File: src/rtl/mem_copy_engine.sv
// Word-block copy engine: drives the data-memory port to copy len words from srcAddr to dstAddr, one word per read/write pair.
// Optional COPY_CHECKSUM_EN adds a running modulo-2^DATA_WIDTH sum of the words written.
module mem_copy_engine #(
    parameter int ADDR_WIDTH = 32,
    parameter int DATA_WIDTH = 32,
    parameter int LEN_WIDTH  = 16
) (
    input  logic                  clock,
    input  logic                  reset,
    input  logic                  start,
    input  logic                  abort,
    input  logic [ADDR_WIDTH-1:0] srcAddr,
    input  logic [ADDR_WIDTH-1:0] dstAddr,
    input  logic [LEN_WIDTH-1:0]  len,
    output logic                  busy,
    output logic                  done,
    output logic [LEN_WIDTH-1:0]  count,
    output logic [ADDR_WIDTH-1:0] address,
    output logic [DATA_WIDTH-1:0] writeData,
`ifdef COPY_CHECKSUM_EN
    output logic [DATA_WIDTH-1:0] checksum,
`endif
    output logic                  memWrite,
    output logic                  memRead,
    input  logic [DATA_WIDTH-1:0] readData
);

    typedef enum logic [1:0] {
        IDLE  = 2'd0,
        READ  = 2'd1,
        WRITE = 2'd2,
        DONE  = 2'd3
    } copyStateT;

    copyStateT             state;
    copyStateT             nextState;
    logic [ADDR_WIDTH-1:0] srcBase;
    logic [ADDR_WIDTH-1:0] dstBase;
    logic [LEN_WIDTH-1:0]  lenReg;
    logic [DATA_WIDTH-1:0] dataBuf;
    logic [LEN_WIDTH-1:0]  countNext;
    logic                  lastWord;

    // Base plus word index, wrapping modulo 2^ADDR_WIDTH.
    function automatic logic [ADDR_WIDTH-1:0] offsetAddr(
        input logic [ADDR_WIDTH-1:0] base,
        input logic [LEN_WIDTH-1:0]  idx
    );
        logic [ADDR_WIDTH-1:0] ext;
        ext = ADDR_WIDTH'(idx);
        return base + ext;
    endfunction

    // The word index always equals the number of words written, so count doubles as idx.
    assign countNext = count + LEN_WIDTH'(1);
    assign lastWord  = (countNext == lenReg);

    always_ff @(posedge clock or posedge reset) begin
        if (reset) begin
            state    <= IDLE;
            srcBase  <= '0;
            dstBase  <= '0;
            lenReg   <= '0;
            count    <= '0;
            dataBuf  <= '0;
`ifdef COPY_CHECKSUM_EN
            checksum <= '0;
`endif
        end else begin
            state <= nextState;
            case (state)
                IDLE: begin
                    if (start) begin
                        srcBase  <= srcAddr;
                        dstBase  <= dstAddr;
                        lenReg   <= len;
                        count    <= '0;
`ifdef COPY_CHECKSUM_EN
                        checksum <= '0;
`endif
                    end
                end
                READ: begin
                    // An aborted read is dropped; the buffer keeps the last written word.
                    if (!abort) begin
                        dataBuf <= readData;
                    end
                end
                WRITE: begin
                    count    <= countNext;
`ifdef COPY_CHECKSUM_EN
                    checksum <= checksum + dataBuf;
`endif
                end
                default: begin
                end
            endcase
        end
    end

    always_comb begin
        nextState = state;
        busy      = 1'b0;
        done      = 1'b0;
        memRead   = 1'b0;
        memWrite  = 1'b0;
        address   = '0;
        writeData = '0;
        case (state)
            IDLE: begin
                if (start) begin
                    nextState = (len != '0) ? READ : DONE;
                end
            end
            READ: begin
                busy      = 1'b1;
                memRead   = 1'b1;
                address   = offsetAddr(srcBase, count);
                nextState = abort ? DONE : WRITE;
            end
            WRITE: begin
                busy      = 1'b1;
                memWrite  = 1'b1;
                address   = offsetAddr(dstBase, count);
                writeData = dataBuf;
                nextState = (abort || lastWord) ? DONE : READ;
            end
            DONE: begin
                done      = 1'b1;
                nextState = IDLE;
            end
            default: begin
                nextState = IDLE;
            end
        endcase
    end

endmodule

File: config.mk
export PLATFORM = sky130hd
export DESIGN_NAME = mem_copy_engine
export DESIGN_NICKNAME = d
export VERILOG_FILES = /design/src/rtl/mem_copy_engine.sv
export SDC_FILE = /design/constraint.sdc
export NUM_CORES = 1
export LEC_CHECK = 0
export ABC_AREA = 1
export CORE_UTILIZATION = 54
export DETAILED_ROUTE_END_ITERATION = 10
export PLACE_DENSITY = 0.87
export SYNTH_ARGS = -nofsm -noshare
export SYNTH_HDL_FRONTEND = slang
export SYNTH_SLANG_ARGS = --single-unit
File: constraint.sdc
create_clock -name clock -period 10.05 [get_ports clock]
set_clock_uncertainty 0.1 [all_clocks]
set_input_delay 2.01 -clock clock [delete_from_list [all_inputs] [get_ports clock]]
set_output_delay 2.01 -clock clock [all_outputs]
set_load 0.01 [all_outputs]
==> impl_results.md <==
- Critical register-to-register path startpoint: state[0]
- Cell chain of the critical path: inv_1, ha_2, buf_4, nand2_1, nand2_1, ha_1, fa_1, nand2_1, inv_1, nand2_1, nand2_1, a21oi_1, o21ai_0, nand3_1, a21oi_1, o21a_1, clkdlybuf4s50_1
- Setup Crit Path Kind: reg -> out
- # Post-CTS Setup Buffers: 0
- Register cell area after layout: approximately 0.0033 mm²
- Hpwl dp: 15480 µm
- Nature of the critical path startpoint: flip-flop
- Internal Power: 2017 µW
- Post-detailed-route via-to-cell ratio: 5.360
- First-pass GRT wire length: 34400 µm
- Final period util: slightly below 70%
- Total of hold buffers inserted after clock tree synthesis: 0
- Via count of the first global-routing pass: between 7000 and 8000
- Final hold viol count: 0
- Worst Path Required: around 7.9 ns
- Mean Syn Cell Area: 7.989 µm²
- Ys flop type: dfrtp_1
- Max VDD drop: 0.0002346 V
- Layout cells sized above 1: 11.56%
- Critical register-to-register path endpoint: count[11]
- Most repeated library cell on the critical path: nand2_1
- Shortest clock period the worst path allows after layout: just under 7 ns
- Share of async-settable or async-resettable flops after synthesis: 100.0%
- Main area contributors after synthesis: dfrtp_1, mux2_2, nand2_1
- Launch instance of the worst min-delay path: dstBase[31]
- Routed via count: 7268
- Fill cell count: just over 1000
- Final setup violation count: 0
- Worst Setup Slack post-DPL: 3.839 ns
- Setup total negative slack: 0 ns
- RSZ-0062 raised after global routing: false
- Power density of the placed cells: between 300 and 400 mW/mm²
- Number of iterations in the first detailed-routing pass: 5
- Placer Congestion: 0.9428
- Width of the die: 121.7 µm
- Largest net degree at the start of global routing: 78
- DRC violation total after the first TritonRoute iteration: 472
- Area share of the leading cell type in the synthesized netlist: 42.02%
- Flops & latches, synth: 130
- Final antenna diode count: 0
- Logic pwr share: 53.2%
- Row count: 43
- Total Routing Usage GR: between 30% and 40%
- Root Driver: clkbuf_16
- Pins Over Slew Limit: 0
- Leakage power figure: roughly 0.005 µW
- Syn. warnings: 0
- Cell with the largest stage delay on the worst path: o21ai_0
- Final WS setup: 3.265 ns
- Number of nets in the synthesized netlist: roughly 1100
- Inserted Clock Buffers: 17
- Synthesized instance count: 969
- Buffer depth of the longest clock path: 2
- Clock tree from TritonCTS: yes
- R2R depth: 6
- Average detailed-routed wire length per instance: 15.93 µm
- Antenna violations before repair: 1
- Critical Path End Type: output port
- Final ANT Viol Nets: 0
- Number of nets in the layout: 1306
- Max-cap viol count: 0
- Clk pin slew, worst setup/hold paths: about 0.06 ns
- Number of cells on the worst hold path: 1
- Number of input and output port buffers inserted: 199
- Net switching component of the power: 1375 µW
- Wire length after detailed routing: 21600 µm
- Effective utilization at floorplan: between 50% and 60%
- H-tree depth reported by CTS: 4
- Synth-to-layout area growth: 35.62%
- Headroom to the max-slew limit: 21.79%
- Number of synthesized flops with an enable pin: 0
- DRC viols: 0
- Footprint of the multi-input gates: 0.003919 mm²
- Skew-Pair Late Insertion Delay: 0.42 ns
- Clock sink count: 130
- Share of power burned in registers: 27.5%
- I/O pin count: 200
- Seq/Total Area, Yosys: 42.02%
- Type of the most critical hold path: reg -> reg
- Sw Ratio: roughly two fifths
- Crit path DAT: ~4.7 ns
- Run status: finished, final reports clean
- Biggest cell delay along the critical path: 0.66 ns
- Overall die area: around 0.015 mm²
- Chip Height: 121.7 µm
- Total overflow reported by the global router: 0
- Post-CTS resize count: 0
- Distinct cell type count after synthesis: 40
- Maximum net fanout on the critical path: 77
- Clock group share of total power: 19.3%
- Worst slew pin tran: between 1 and 1.5 ns
- Area leader, netlist: dfrtp_1
- Maximum operating frequency: 0.1474 GHz
- Mapped Area: 0.007741 mm²
- Core box area: around 0.014 mm²
- Setup slack, reg-to-reg: ~7.4 ns
- Endpoint, Worst Hold: dstBase[31]
[flip-flops by register name, indices dropped and copies added, names as in the netlist]
register / cells
count: 16
dataBuf: 32
dstBase: 32
lenReg: 16
srcBase: 32
state: 2
[power by group through the flow]
stage          clock [µW]  sequential [µW]  combinational, µW
2_1_floorplan           0              884               1130
3_3_place_gp            0              920               1740
3_5_place_dp            0              930               1770
4_1_cts               659              926               1800
5_1_grt               683              955               1970
6_report              655              931               1810
[cell families after synthesis]
logic type,synth area share (%)
flip-flops,42.02
multiplexers,12.36
adder cells (fa/ha/maj),4.299
XOR/XNOR,1.875
buffers and inverters,7.483
AND/OR/NAND/NOR,23.29
AO/OA/AOI/OAI,8.663
[worst max-delay path: cells and delay by family, from the launching register on]
kind	cells	cell delay, ns
flip-flops	1	0.42
adder cells (fa/ha/maj)	3	0.56
AO/OA/AOI/OAI	4	1.18
buffers and inverters	4	1.36
AND/OR/NAND/NOR	6	0.66
[worst max path at each step]
stage                  endpoint  startpoint
floorplan              count[0]       reset
global placement    address[28]    state[0]
detailed placement  address[28]    state[0]
CTS                 address[28]    state[0]
global route        address[28]    state[0]
finish              address[28]    state[0]
[cell usage after synthesis (3+ instances only)]
master,number
nor4_1,3
o21ai_1,10
buf_1,11
nor3_1,9
nand3_1,55
nand4_1,3
o22ai_1,9
inv_2,4
nand2_1,255
o21a_1,3
a21oi_1,56
clkbuf_1,12
mux2_2,85
nor2_1,104
ha_1,25
o21ai_0,31
o21bai_1,4
xor2_1,6
o21ai_2,6
inv_1,117
dfrtp_1,130
xnor2_1,8
[metal layers]
layer	wire length, µm	GRT usage [%]	up-vias
met1	8751	37.00	3434
li1	-	-	3525
met4	618	10.80	0
met2	10900	51.78	260
met3	1325	8.006	49
met5	0	0	-
[cell type report]
type | instances | area share, %
flip-flops and latches | 130 | 30.99
inverters | 123 | 4.421
well taps | 180 | 2.145
clock inverters | 11 | 1.704
multi-input cells | 689 | 37.33
clock buffers | 20 | 4.159
repair buffers | 203 | 19.26
[metrics by stage]
step	instance area, µm²	utilization, %	total power [µW]	hold WS [ns]	std cells
global route	10500	75.34	3611	0.4119	1356
floorplan	7741	-	2014	0.3551	969
CTS	10500	75.34	3387	0.4057	1356
finish	10500	75.34	3392	0.4036	1356
detailed placement	9883	70.93	2705	0.3929	1325
global placement	9883	70.93	2660	0.3847	1325
[cells in the final DEF, fill, tap and decap left out, drive strengths merged, types with 2 or more instances in the layout]
cell type | synthesis | routed
nand2 | 256 | 256
clkdlybuf4s50 | 0 | 199
dfrtp | 130 | 130
inv | 121 | 124
nor2 | 105 | 105
mux2 | 85 | 85
a21oi | 56 | 56
nand3 | 55 | 55
o21ai | 47 | 47
ha | 25 | 25
clkbuf | 12 | 20
nor3 | 11 | 11
o22ai | 9 | 9
xnor2 | 8 | 8
xor2 | 6 | 6
o21bai | 4 | 4
bufinv | 0 | 4
buf | 15 | 4
nor4 | 4 | 4
clkinv | 2 | 4
nand4 | 3 | 3
o21a | 3 | 3
or2 | 3 | 3
nand3b | 2 | 2
and2 | 2 | 2
clkinvlp | 0 | 2
Note: power is estimated with default switching activity, not from simulation.
